`src/rtl/map_port_arbiter_if.sv`:
```
// -----------------------------------------------------------------------------
// map_port_arbiter_if
// Groups the requester-side read bus and the map ROM port A signals that
// surround map_port_arbiter.
//
//   slave  modport : the arbiter (samples requests and map_data, drives grants,
//                    responses, the map address and busy)
//   master modport : the environment (requesters plus the map ROM port A)
//
// Signals:
//   req          requester read request, level-held until granted
//   req_col/row  per-requester address, requester i uses slice [i*W +: W]
//   gnt          one-cycle grant pulse, one-hot or zero
//   rsp_valid    one-cycle response strobe, one-hot or zero
//   rsp_data     registered pixel value, held between strobes
//   map_col_addr / map_row_addr  registered address to map port A
//   map_data     map port A read data
//   busy         high while any grant or read is in flight
//
// Handshake: a requester holds req (and its address) until it sees gnt[i];
// in that cycle it must drop req or present its next address. There is no
// response backpressure: rsp_valid is always accepted.
// -----------------------------------------------------------------------------
interface map_port_arbiter_if #(
   parameter int NUM_REQ = 2,
   parameter int COL_W   = 10,
   parameter int ROW_W   = 10,
   parameter int DATA_W  = 8
);
   logic [NUM_REQ-1:0]       req;
   logic [NUM_REQ*COL_W-1:0] req_col;
   logic [NUM_REQ*ROW_W-1:0] req_row;
   logic [NUM_REQ-1:0]       gnt;
   logic [NUM_REQ-1:0]       rsp_valid;
   logic [DATA_W-1:0]        rsp_data;
   logic [COL_W-1:0]         map_col_addr;
   logic [ROW_W-1:0]         map_row_addr;
   logic [DATA_W-1:0]        map_data;
   logic                     busy;

   modport slave (
      input  req, req_col, req_row, map_data,
      output gnt, rsp_valid, rsp_data, map_col_addr, map_row_addr, busy
   );

   modport master (
      output req, req_col, req_row, map_data,
      input  gnt, rsp_valid, rsp_data, map_col_addr, map_row_addr, busy
   );
endinterface

```
`src/rtl/map_port_arbiter.sv`:
```
// -----------------------------------------------------------------------------
// map_port_arbiter
// Shares the map ROM collision read port between NUM_REQ requesters. A
// round-robin arbiter issues at most one read per cycle onto map port A, and a
// tag pipeline matched to the ROM latency steers each returned pixel back to
// the requester that issued it with a one-cycle rsp_valid strobe.
//
// Ports:
//   clk     single clock
//   reset   synchronous, active-high; discards reads in flight
//   io_bus  map_port_arbiter_if.slave (requests, grants, responses, map port A)
//
// Timing: request sampled at t, gnt and map address at t+1, map_data at
// t+1+READ_LATENCY, rsp_valid/rsp_data at t+2+READ_LATENCY.
// -----------------------------------------------------------------------------
module map_port_arbiter #(
   parameter int NUM_REQ      = 2,
   parameter int READ_LATENCY = 2,
   parameter int COL_W        = 10,
   parameter int ROW_W        = 10,
   parameter int DATA_W       = 8
) (
   input logic               clk,
   input logic               reset,
   map_port_arbiter_if.slave io_bus
);
   localparam int IDX_W = (NUM_REQ > 2) ? 2 : 1;
   // One stage per cycle from the grant up to the cycle map_data is valid.
   localparam int NSTG  = READ_LATENCY + 1;
   localparam logic [IDX_W-1:0] LAST_IDX = IDX_W'(NUM_REQ - 1);

   logic [NUM_REQ-1:0] r_gnt;
   logic [NUM_REQ-1:0] r_rsp_valid;
   logic [DATA_W-1:0]  r_rsp_data;
   logic [COL_W-1:0]   r_col;
   logic [ROW_W-1:0]   r_row;
   logic [IDX_W-1:0]   r_last_gnt;
   logic [NSTG-1:0]    r_stg_valid;
   logic [IDX_W-1:0]   r_stg_idx [NSTG];

   logic [NUM_REQ-1:0] w_elig;
   logic [NUM_REQ-1:0] w_gnt_next;
   logic [IDX_W-1:0]   w_winner;
   logic [IDX_W-1:0]   w_cand;
   logic               w_any;

   // A requester being granted this cycle is excluded so a level-held req is
   // not counted twice for the same address.
   always_comb begin
      w_elig     = io_bus.req & ~r_gnt;
      w_any      = 1'b0;
      w_winner   = r_last_gnt;
      w_cand     = r_last_gnt;
      for (int k = 1; k <= NUM_REQ; k++) begin
         w_cand = IDX_W'((int'(r_last_gnt) + k) % NUM_REQ);
         if (!w_any && w_elig[w_cand]) begin
            w_any    = 1'b1;
            w_winner = w_cand;
         end
      end
      w_gnt_next = w_any ? (NUM_REQ'(1) << w_winner) : '0;
   end

   always_ff @(posedge clk) begin
      if (reset) begin
         r_gnt       <= '0;
         r_rsp_valid <= '0;
         r_rsp_data  <= '0;
         r_col       <= '0;
         r_row       <= '0;
         r_last_gnt  <= LAST_IDX;
         r_stg_valid <= '0;
         for (int s = 0; s < NSTG; s++) begin
            r_stg_idx[s] <= '0;
         end
      end else begin
         r_gnt <= w_gnt_next;
         if (w_any) begin
            r_last_gnt <= w_winner;
            r_col      <= io_bus.req_col[w_winner*COL_W +: COL_W];
            r_row      <= io_bus.req_row[w_winner*ROW_W +: ROW_W];
         end
         // Stage 0 loads alongside the grant register, so the final stage is
         // valid in exactly the cycle the ROM presents the matching data.
         r_stg_valid  <= {r_stg_valid[NSTG-2:0], w_any};
         r_stg_idx[0] <= w_winner;
         for (int s = 1; s < NSTG; s++) begin
            r_stg_idx[s] <= r_stg_idx[s-1];
         end
         if (r_stg_valid[NSTG-1]) begin
            r_rsp_valid <= NUM_REQ'(1) << r_stg_idx[NSTG-1];
            r_rsp_data  <= io_bus.map_data;
         end else begin
            r_rsp_valid <= '0;
         end
      end
   end

   assign io_bus.gnt          = r_gnt;
   assign io_bus.rsp_valid    = r_rsp_valid;
   assign io_bus.rsp_data     = r_rsp_data;
   assign io_bus.map_col_addr = r_col;
   assign io_bus.map_row_addr = r_row;
   assign io_bus.busy         = (|r_gnt) | (|r_stg_valid) | (|r_rsp_valid);

endmodule

```
`src/flat_wrapper.sv`:
```
// flat-port wrapper written by rule: the top's interface ports become plain ports
module map_port_arbiter_flat 
#(
   parameter int NUM_REQ      = 2,
   parameter int READ_LATENCY = 2,
   parameter int COL_W        = 10,
   parameter int ROW_W        = 10,
   parameter int DATA_W       = 8
)
  (clk, reset, io_bus_req, io_bus_req_col, io_bus_req_row, io_bus_map_data, io_bus_gnt, io_bus_rsp_valid, io_bus_rsp_data, io_bus_map_col_addr, io_bus_map_row_addr, io_bus_busy);
  map_port_arbiter_if #(.NUM_REQ(NUM_REQ), .COL_W(COL_W), .ROW_W(ROW_W), .DATA_W(DATA_W)) io_bus_i ();
  input logic clk;
  input logic reset;
  input wire logic [$bits(io_bus_i.req)-1:0] io_bus_req;
  input wire logic [$bits(io_bus_i.req_col)-1:0] io_bus_req_col;
  input wire logic [$bits(io_bus_i.req_row)-1:0] io_bus_req_row;
  input wire logic [$bits(io_bus_i.map_data)-1:0] io_bus_map_data;
  output wire logic [$bits(io_bus_i.gnt)-1:0] io_bus_gnt;
  output wire logic [$bits(io_bus_i.rsp_valid)-1:0] io_bus_rsp_valid;
  output wire logic [$bits(io_bus_i.rsp_data)-1:0] io_bus_rsp_data;
  output wire logic [$bits(io_bus_i.map_col_addr)-1:0] io_bus_map_col_addr;
  output wire logic [$bits(io_bus_i.map_row_addr)-1:0] io_bus_map_row_addr;
  output wire logic [$bits(io_bus_i.busy)-1:0] io_bus_busy;
  assign io_bus_i.req = io_bus_req;
  assign io_bus_i.req_col = io_bus_req_col;
  assign io_bus_i.req_row = io_bus_req_row;
  assign io_bus_i.map_data = io_bus_map_data;
  assign io_bus_gnt = io_bus_i.gnt;
  assign io_bus_rsp_valid = io_bus_i.rsp_valid;
  assign io_bus_rsp_data = io_bus_i.rsp_data;
  assign io_bus_map_col_addr = io_bus_i.map_col_addr;
  assign io_bus_map_row_addr = io_bus_i.map_row_addr;
  assign io_bus_busy = io_bus_i.busy;
  map_port_arbiter #(.NUM_REQ(NUM_REQ), .READ_LATENCY(READ_LATENCY), .COL_W(COL_W), .ROW_W(ROW_W), .DATA_W(DATA_W)) u_core (.clk(clk), .reset(reset), .io_bus(io_bus_i));
endmodule
```
`config.mk`:
```
export PLATFORM = sky130hd
export DESIGN_NAME = map_port_arbiter_flat
export DESIGN_NICKNAME = d
export VERILOG_FILES = /design/src/rtl/map_port_arbiter_if.sv /design/src/rtl/map_port_arbiter.sv /design/src/flat_wrapper.sv
export SDC_FILE = /design/constraint.sdc
export NUM_CORES = 1
export LEC_CHECK = 0
export ABC_CLOCK_PERIOD_IN_PS = 1400
export BUFFER_PORTS_ARGS = -buffer_cell sky130_fd_sc_hd__buf_2
export CORE_MARGIN = 4
export CORE_UTILIZATION = 44
export CTS_CLUSTER_DIAMETER = 40
export DETAILED_ROUTE_END_ITERATION = 8
export PLACE_DENSITY = 0.87
export SETUP_SLACK_MARGIN = 0.05
export SLEW_MARGIN = 0
export SYNTH_ARGS = -nofsm -noshare
export SYNTH_HDL_FRONTEND = slang
export SYNTH_SLANG_ARGS = --single-unit
```
`constraint.sdc`:
```
create_clock -name clk -period 1.4 [get_ports clk]
set_input_delay 0.14 -clock clk [delete_from_list [all_inputs] [get_ports clk]]
set_output_delay 0.14 -clock clk [all_outputs]
set_load 0.01 [all_outputs]
```
==> reports/results.ini, run 1 <==
[worst_setup_path]
critical_path.reg2reg.startpoint = u_core.io_bus.gnt[1]$_SDFF_PP0_
worst_setup_path_start_kind = register
critPathCaptureType = register
timing.critical_path.fanout_max = 7
critical_path.startpoint = u_core.io_bus.gnt[1]$_SDFF_PP0_
reg2reg_depth = 5
worstPathArrival_ns = 1.60
worst-setup-path-type = reg -> reg
critical_path_required_time_ns = 1.57

[global_route]
global_route_wire_length_before_repair_um = 6530
grt_usage = 0.191
grt_max_degree = 45
antenna_found_initial = 0
first_global_vias = 1481
globalRoute.totalOverflow = 0

[run_status]
outcome = finished with violations
violations = setup timing

[routing]
dr.pass1.iters = 4
dr_total_vias = 1564
final_antenna_net_count = 0
drt-initial-drc-count = 55
detail_route.wirelength_um = 4600
routedWlPerCell_um = 15.8
vias_per_std_cell = 5.36
drt_drc_violations_left = 0

[timing]
max-slew-margin-rel = 0.684
timing_worst_slew_pin_value_ns = 0.475
max_clock_freq_mhz = 701
unrepaired_setup_endpoints_after_global_routing = yes
timing_hold_violations_final = 0
setup_violations = 2
finalCriticalPeriod_ns = 1.43
final_max_tran_viols = 0
hold-worst-slack_ns = 0.0677
totalNegativeSetupSlack_ns = -0.0350
final_critical_path_setup_slack_ns = -0.0272
post_route_clock_skew_ns = 0.00220
finalCritPeriodShare = 1.02

[placed_design]
dp_hpwl_um = 3030
placement.io_buffers = 84
gp_congestion = 0.691

[synth]
synth.cell_area_um2 = 1620
ys.flop_type = dfxtp_1
synth_edf_count = 0
synth_most_common_cell = dfxtp_1
synth_top_cell_area_share = 0.483
syn_inst = 144
synth.top_cells.by_area = dfxtp_1 48%, a221o_1 12%, nor4b_1 8.1%, mux2i_1 5.0%, buf_6 4.2%
yosysSeqAreaShare = 0.483
synthDominantAreaCellType = dfxtp_1
synth_commonest_cells = 39 x dfxtp_1, 20 x a221o_1, 15 x nor4b_1
yosys_register_bits = 39
synth.distinct_cells = 24
number_of_synthesis_warnings = 0
synth.avg_cell_area_um2 = 11.2
synthArstFlopShare = 0
synthesized_net_count = 196

[power]
power.leakage_nw = 1.13
max-vdd-ir-drop_v = 0.000736
power_density_nw_per_um2 = 1170

[clocking]
clk_root_buffer_cell = clkbuf_8
clk_transition_reported_paths_ns = 0.07
maximum_root_to_sink_buffer_count = 2
cts_inserted_buffers = 5
clk_latency_ns = 0.29
cts_sinks = 39
ctsHtreeMaxLevel = 2
cts_hold_repair.buffers = 0
clock_tree_from_tritoncts = built

[die]
chipWidth_um = 68.6
pin_count = 85
num_rows = 21
starting_density_of_the_core = 0.470
die_h_um = 68.6
coreArea_um2 = 3440
area_of_the_die_um2 = 4710

[min_path]
worstHoldStart = io_bus_req_row[15]
worst_hold_path_type = in -> reg
number_of_cells_traversed_by_the_worst_hold_path = 2

[final_layout]
final_layout_size_suffix_gt1_frac = 0.545
fill_cells = 255
design.final.nets = 297
area_delta_synth_final_pct = 51.4
multi_input_area_um2 = 796
antennaDiodeCount = 0
area.sequential_um2 = 785

[run]
maxCapViolCount = 0

-- stage by stage --
stage	worst slack, ns	instance area [um^2]	std cells	util	total power [mW]
6_report	-0.0272	2450	292	0.711	2.86
5_1_grt	-0.0516	2450	292	0.711	2.98
4_1_cts	0.0341	2330	285	0.678	2.83
3_5_place_dp	-0.357	2110	274	0.612	1.70
3_3_place_gp	-0.302	2110	274	0.612	1.69
2_1_floorplan	0.0764	1620	144	-	1.51
-- routing by layer --
metal / vias to the layer above / global-route usage / share of wire
met3: 9 / 0.0713 / 0.095
li1: 752 / - / -
met4: 0 / 0.0819 / 0.014
met5: - / 0 / 0
met1: 721 / 0.206 / 0.42
met2: 82 / 0.331 / 0.48
-- state kept, by name, summed over array words and instances, names as in the netlist --
register and cells:
u_core.io_bus.rsp_valid 2, u_core.r_stg_valid 3, u_core.r_last_gnt 1, u_core.io_bus.rsp_data 8, u_core.io_bus.gnt 2, u_core.io_bus.map_col_addr 10, u_core.io_bus.map_row_addr 10, u_core.r_stg_idx 3
-- repair_timing --
item,in CTS,in global routing
setup buffers,2,5
resized for setup,13,14
setup endpoints to repair,20,20
pin swaps,0,5
cloned,1,2
-- critical path: stages (launching register included) --
cell     delay (ns)
dfxtp_2        0.33
buf_6          0.12
nor3b_4        0.29
buf_4          0.18
a21oi_2        0.07
a221o_1        0.33
-- power breakdown --
group	switching, mW	internal [mW]	total [mW]
logic	0.246	0.276	0.522
registers	0.0502	1.19	1.24
clock network	0.386	0.710	1.10
total	0.682	2.18	2.86
-- final timing paths --
kind                                           endpoint  slack, ns
min reg2reg       u_core.io_bus.rsp_valid[0]$_SDFF_PP0_       0.42
min          u_core.io_bus.map_row_addr[5]$_SDFFE_PP0P_       0.07
max          u_core.io_bus.map_col_addr[0]$_SDFFE_PP0P_      -0.03
max reg2reg  u_core.io_bus.map_col_addr[0]$_SDFFE_PP0P_      -0.03
-- kinds of logic after synthesis --
logic type,synth area share
buf+inv,0.0797
compound gates,0.187
flops,0.483
simple gates,0.200
mux,0.0495
-- area by class of cell --
class                           count  share of cell area
Inverter                            5             0.00767
Tap cell                           46              0.0235
Clock inverter                      3              0.0276
Clock buffer                        5              0.0281
Sequential cell                    39               0.321
Multi-Input combinational cell     87               0.325
Timing Repair Buffer              107               0.267
-- layout by cell type, fill, tap and decap left out, types with 2 or more instances in the layout --
cell / netlist / final
nand2b_4: 1 / 2
nor3b_4: 1 / 3
nor2b_1: 4 / 4
buf_8: 0 / 2
inv_1: 5 / 5
buf_4: 2 / 13
nor3_1: 2 / 2
clkbuf_8: 0 / 5
bufinv_16: 0 / 2
a221o_1: 20 / 20
a2111oi_2: 0 / 2
a21oi_1: 6 / 6
a2111oi_0: 5 / 2
nor4b_1: 15 / 9
buf_6: 6 / 5
dfxtp_2: 0 / 3
nor2_1: 9 / 9
dfxtp_1: 39 / 36
buf_2: 4 / 85
nand2b_1: 7 / 6
nor4b_2: 0 / 6
mux2i_1: 8 / 8
Note: power is estimated with default switching activity, not from simulation.
==> inputs of run 2 (changes only) <==
- ABC_AREA: unset -> 1
- CORE_MARGIN: 4 -> unset
- CORE_UTILIZATION: 44 -> 45
- PLACE_DENSITY: 0.87 -> 0.88
==> run 2 against run 1 <==
Effect of this change:
- the run now ends clean
- hold slack got worse by 0.0040 ns
- clock power down 30%
- design area fell by 7.6%
- count of clock-buffer cells in the layout unchanged
- non-clock buffer count shrank 13
- area after synthesis up 5.4%
- wire length down 12%
- setup slack better by 0.18 ns
- critical endpoint is now io_bus_busy
- largest cell class is now sequential cells
- highest routed layer unchanged
==> reports/results.ini, run 2 <==
[run_status]
outcome = completed

[placed_design]
placement.io_buffers = 84  ; unchanged
gp_congestion = 0.767  ; +11%
dp_slack_ns = 0.237  ; +0.593 ns
dp_hpwl_um = 2930  ; -3.5%

[final_layout]
highest_count_cells_in_the_layout_ignoring_fill_and_taps = 84 x buf_2, 45 x nand2_1, 42 x nand3_1, 39 x dfxtp_1, 27 x inv_1
antennaDiodeCount = 0  ; unchanged
design.final.nets = 369  ; +24%
multi_input_area_um2 = 718  ; -9.7%
final_layout_size_suffix_gt1_frac = 0.343  ; -0.202
post-route-util = 0.652  ; -0.0591
area_delta_synth_final_pct = 32.7
fill_cells = 328  ; +29%
layout_commonest_cell = buf_2
area.sequential_um2 = 781  ; -0.48%

[synth]
synth_edf_count = 0  ; unchanged
ys.flop_type = dfxtp_1
yosys_register_bits = 39  ; unchanged
yosysSeqAreaShare = 0.458  ; -0.0248
syn_inst = 230  ; +60%
synth.avg_cell_area_um2 = 7.41  ; -34%
synth.cell_area_um2 = 1700  ; +5.4%
synthDominantAreaCellType = dfxtp_1
synth.distinct_cells = 19  ; -21%
synth_top_cell_area_share = 0.458  ; -0.0248
synthesized_net_count = 282  ; +44%
number_of_synthesis_warnings = 0  ; unchanged
synthArstFlopShare = 0  ; unchanged
synth_commonest_cells = 45 x nand2_1, 42 x nand3_1, 39 x dfxtp_1
synth.top_cells.by_area = dfxtp_1 46%, nand3_1 12%, nand2_1 9.9%, nand3b_1 8.8%, inv_1 5.9%
synth_most_common_cell = nand2_1

[die]
starting_density_of_the_core = 0.491  ; +0.0217
area_of_the_die_um2 = 4040  ; -14%
num_rows = 21  ; unchanged
coreArea_um2 = 3470  ; +0.76%
pin_count = 85  ; unchanged
die_h_um = 63.5  ; -7.4%
chipWidth_um = 63.5  ; -7.4%

[timing]
setup_violations = 0  ; -2
post_route_clock_skew_ns = 0.00421  ; +0.00200 ns
final_critical_path_setup_slack_ns = 0.149  ; +0.176 ns
timing_worst_slew_pin_value_ns = 0.225  ; -0.250 ns
max-slew-margin-rel = 0.850  ; +0.166
finalCritPeriodShare = 0.894  ; -0.126
totalNegativeSetupSlack_ns = 0  ; +0.0350 ns
max_clock_freq_mhz = 799  ; +14%
finalCriticalPeriod_ns = 1.25  ; -0.176 ns
hold-worst-slack_ns = 0.0636  ; -0.00404 ns
final_max_tran_viols = 0  ; unchanged
timing_hold_violations_final = 0  ; unchanged
unrepaired_setup_endpoints_after_global_routing = no

[routing]
dr_total_vias = 1703  ; +8.9%
drt-initial-drc-count = 170  ; +210%
detail_route.wirelength_um = 4050  ; -12%
routedWlPerCell_um = 11.1  ; -29%
dr.pass1.iters = 4  ; unchanged
drt_drc_violations_left = 0  ; unchanged
vias_per_std_cell = 4.68  ; -13%
final_antenna_net_count = 0  ; unchanged

[global_route]
globalRoute.totalOverflow = 0  ; unchanged
grt_max_degree = 22  ; -51%
antenna_found_initial = 0  ; unchanged
grt_usage = 0.210  ; +0.0192
global_route_wire_length_before_repair_um = 6690  ; +2.3%
first_global_vias = 1586  ; +7.1%

[power]
max-vdd-ir-drop_v = 0.000839  ; +14%
power_density_nw_per_um2 = 1130  ; -2.9%
power.leakage_nw = 1.27  ; +12%

[min_path]
worst_hold_path_type = in -> reg
number_of_cells_traversed_by_the_worst_hold_path = 3  ; +1
worstHoldStart = io_bus_map_data[6]

[worst_setup_path]
critical_path.slowest_cell = dfxtp_1
critical_path.reg2reg.startpoint = u_core.io_bus.gnt[1]$_SDFF_PP0_
maximum_cell_stage_delay_along_the_critical_path_ns = 0.38  ; +0.05 ns
cp_num_cells = 3  ; -2
reg2reg_depth = 7  ; +2
worst-setup-path-type = reg -> out
worstPathArrival_ns = 1.11  ; -0.49 ns
cp_top_family = flip-flops
critPathBufInv = 2  ; unchanged
worst_setup_path_start_kind = register
worstPathCellList = clkinvlp_4 -> nand4_1 -> buf_2
timing.critical_path.fanout_max = 8  ; +1
critical_path_required_time_ns = 1.26  ; -0.31 ns
critical_path.startpoint = u_core.r_stg_valid[2]$_SDFF_PP0_
critPathCaptureType = output pin

[clocking]
clk_latency_ns = 0.29  ; about the same
cts_hold_repair.buffers = 0  ; unchanged
clk_transition_reported_paths_ns = 0.08  ; about the same
maximum_root_to_sink_buffer_count = 2  ; unchanged
ctsHtreeMaxLevel = 2  ; unchanged
clock_tree_from_tritoncts = built
cts_inserted_buffers = 5  ; unchanged
clk_root_buffer_cell = clkbuf_8
cts_sinks = 39  ; unchanged

[run]
maxCapViolCount = 0  ; unchanged

[run 2: path summary, 6_finish.rpt]
| kind | to | slack, ns |
|---|---|---|
| max | io_bus_busy | 0.15 |
| min | u_core.io_bus.rsp_data[6]$_SDFFE_PP0P_ | 0.06 |
| max reg2reg | u_core.io_bus.gnt[0]$_SDFF_PP0_ | 0.21 |
| min reg2reg | u_core.r_stg_idx[0][2]$_SDFF_PP0_ | 0.42 |
[run 2: metal layers]
layer	global-route usage	up-vias	wire length, um	part of all wire
li1	-	899	-	-
met1	0.263	739	1890	0.47
met2	0.340	60	1850	0.46
met3	0.0598	5	275	0.068
met4	0.0767	0	40	0.0099
met5	0	-	0	0
[run 2: layout make-up]
cell class,instances,share of cell area
timing repair buffer,94,0.219
clock inverter,3,0.0105
clock buffer,5,0.0304
multi-input combinational,147,0.318
inverter,30,0.0515
tap,46,0.0255
sequential,39,0.345
[run 2: power breakdown]
part / switching [mW] / leakage [nW] / internal (mW)
combinational: 0.298 / 0.910 / 0.237
clock: 0.414 / 0.0408 / 0.356
sequential: 0.0499 / 0.322 / 1.21
[run 2: through the flow]
step	cell area (um^2)	power (mW)	std cells
after CTS	2250	2.59	363
after global routing	2260	2.71	364
after global placement	2160	1.81	355
after detailed placement	2160	1.82	355
final	2260	2.56	364
after floorplan	1700	1.61	230
[run 2: cell families (layout without fill, tap and decap cells)]
group / Yosys count / count (layout) / share of synthesized area
DFF: 39 / 39 / 0.458
buffers and inverters: 44 / 132 / 0.120
and+or+nand+nor: 137 / 137 / 0.385
AOI/OAI and AO/OA: 10 / 10 / 0.0360
[run 2: worst min-delay path: stages]
cell and delay [ns]:
buf_2 0.07, nor2_1 0.03, nor2_1 0.08
[run 2: what timing repair did]
action	4_1_cts	5_1_grt
buffers inserted	0	1
gates resized for setup	0	1
setup endpoints to repair	0	1
==> inputs of run 3 (changes only) <==
- ABC_CLOCK_PERIOD_IN_PS: 1400 -> 1600
- CORE_MARGIN: unset -> 3
- SLEW_MARGIN: 0 -> 20
- clock period: 1.4 -> 1.6 ns (I/O delays scaled with it)
==> run 3 against run 2 <==
Effect of this change:
- sequential power fell by 12%
- register-to-register slack better by 0.05 ns
- setup slack gained 0.11 ns
- hold slack gained 0.031 ns
- combinational power fell by 12%
- sequential share of layout area is 0.45 points lower
- first-iteration DRC count fell by 52%
- power is 1.4% lower
- design area increased by 1.5%
- wire length increased by 5.3%
- non-clock buffer count decreased by 1
- critical endpoint is now u_core.io_bus.map_col_addr[5]$_SDFFE_PP0P_
- largest power group unchanged
==> reports/results.ini, run 3 (same netlist as run 2, synthesis figures left out) <==
[global_route]
antenna_found_initial = 0  ; unchanged
first_global_vias = 1587  ; +0.063%
globalRoute.totalOverflow = 0  ; unchanged
grt_max_degree = 23  ; +4.5%
grt_usage = 0.192  ; -0.0184
global_route_wire_length_before_repair_um = 6670  ; -0.31%

[timing]
totalNegativeSetupSlack_ns = 0  ; unchanged
timing_hold_violations_final = 0  ; unchanged
finalCritPeriodShare = 0.838
post_route_clock_skew_ns = 0.00897  ; +0.00477 ns
finalCriticalPeriod_ns = 1.34
final_critical_path_setup_slack_ns = 0.259  ; +0.110 ns
hold-worst-slack_ns = 0.0948  ; +0.0312 ns
timing_worst_slew_pin_value_ns = 0.583  ; +0.358 ns
setup_violations = 0  ; unchanged
max-slew-margin-rel = 0.610  ; -0.240
unrepaired_setup_endpoints_after_global_routing = no
final_max_tran_viols = 0  ; unchanged
max_clock_freq_mhz = 746

[clocking]
cts.repair.resized = 0  ; unchanged
cts_inserted_buffers = 5  ; unchanged
clock_tree_from_tritoncts = built
ctsHtreeMaxLevel = 2  ; unchanged
cts.repair_timing.setup_buffer_count = 0  ; unchanged
clk_root_buffer_cell = clkbuf_8
clk_latency_ns = 0.29  ; about the same
clk_transition_reported_paths_ns = 0.08  ; about the same
cts_sinks = 39  ; unchanged
cts_hold_repair.buffers = 0  ; unchanged
maximum_root_to_sink_buffer_count = 2  ; unchanged

[die]
area_of_the_die_um2 = 4560  ; +13%
pin_count = 85  ; unchanged
die_h_um = 67.5  ; +6.3%
chipWidth_um = 67.5  ; +6.3%
num_rows = 21  ; unchanged
coreArea_um2 = 3490  ; +0.76%
starting_density_of_the_core = 0.488  ; -0.00369

[placed_design]
placement.io_buffers = 84  ; unchanged
place_inst = 355  ; unchanged
dpl_cell_area_um2 = 2160  ; unchanged
gp_congestion = 0.783  ; +2.1%
dp_hpwl_um = 3190  ; +9.1%
dp_slack_ns = 0.296  ; +0.0591 ns

[worst_setup_path]
critical_path_required_time_ns = 1.83  ; +0.57 ns
timing.critical_path.fanout_max = 22  ; +14
worst-setup-path-type = reg -> reg
critPathCaptureType = register
rrSetupSlack_ns = 0.26  ; +0.05 ns
reg2reg_depth = 5  ; -2
worst_setup_path_start_kind = register
worstPathArrival_ns = 1.57  ; +0.46 ns

[final_layout]
layout_commonest_cell = buf_2
finalInstanceArea_um2 = 2290  ; +1.5%
area_delta_synth_final_pct = 34.7
layout.cells.non_filler = 363  ; -0.27%
post-route-util = 0.657  ; +0.00477
design.final.nets = 368  ; -0.27%
highest_count_cells_in_the_layout_ignoring_fill_and_taps = 84 x buf_2, 45 x nand2_1, 42 x nand3_1, 38 x dfxtp_1, 27 x inv_1
final_layout_size_suffix_gt1_frac = 0.341  ; -0.00207
antennaDiodeCount = 0  ; unchanged

[run]
maxCapViolCount = 0  ; unchanged

[power]
power.leakage_nw = 1.29  ; +1.5%
power_mw = 2.53  ; -1.4%
power_density_nw_per_um2 = 1100  ; -2.9%
max-vdd-ir-drop_v = 0.000570  ; -32%

[min_path]
worst_hold_path_type = in -> reg
number_of_cells_traversed_by_the_worst_hold_path = 3  ; unchanged

[routing]
vias_per_std_cell = 4.80  ; +2.6%
final_antenna_net_count = 0  ; unchanged
dr.pass1.iters = 4  ; unchanged
drt-initial-drc-count = 81  ; -52%
detail_route.wirelength_um = 4270  ; +5.3%
routedWlPerCell_um = 11.7  ; +5.6%
dr_total_vias = 1743  ; +2.3%
drt_drc_violations_left = 0  ; unchanged

[run_status]
outcome = completed

run 3: changes by cell type in the layout (fill, tap and decap cells not counted):
cell,change
buf_4,-1
dfxtp_2,+1
inv_6,-1
bufinv_16,+2
clkinvlp_4,-2
dfxtp_1,-1
clkbuf_1,+1
run 3: final timing paths:
check / from / to
setup / recovery: u_core.io_bus.gnt[0]$_SDFF_PP0_ / u_core.io_bus.map_col_addr[5]$_SDFFE_PP0P_
setup reg to reg: u_core.io_bus.gnt[0]$_SDFF_PP0_ / u_core.io_bus.map_col_addr[5]$_SDFFE_PP0P_
hold / removal: io_bus_map_data[7] / u_core.io_bus.rsp_data[7]$_SDFFE_PP0P_
hold reg to reg: u_core.r_stg_idx[0][1]$_SDFF_PP0_ / u_core.r_stg_idx[0][2]$_SDFF_PP0_
run 3: layout make-up:
| cell class | count | area (um^2) |
|---|---|---|
| clock inverters | 2 | 60.1 |
| well taps | 46 | 57.6 |
| inverters | 30 | 116 |
| multi-input cells | 147 | 718 |
| repair buffers | 93 | 488 |
| fillers | 314 | 1200 |
| flip-flops and latches | 39 | 782 |
| clock buffers | 6 | 72.6 |
run 3: metal layers:
metal  GRT usage  up-vias  share of wire
li1            -      902              -
met1       0.224      787           0.44
met2       0.328       52           0.49
met3      0.0449        2          0.069
met4      0.0886        0         0.0030
met5           0        -              0
run 3: where the power goes:
| part | internal, mW | switching (mW) | leakage, nW |
|---|---|---|---|
| Clock | 0.623 | 0.328 | 0.0654 |
| Sequential | 1.06 | 0.0464 | 0.322 |
| Combinational | 0.207 | 0.263 | 0.905 |
| Total | 1.89 | 0.638 | 1.29 |
run 3: worst max-delay path, stage by stage (launching register included):
cell and delay, ns:
dfxtp_1 0.34, inv_1 0.09, nand2_2 0.09, a21oi_4 0.50, nand3_1 0.16, nand2_1 0.09
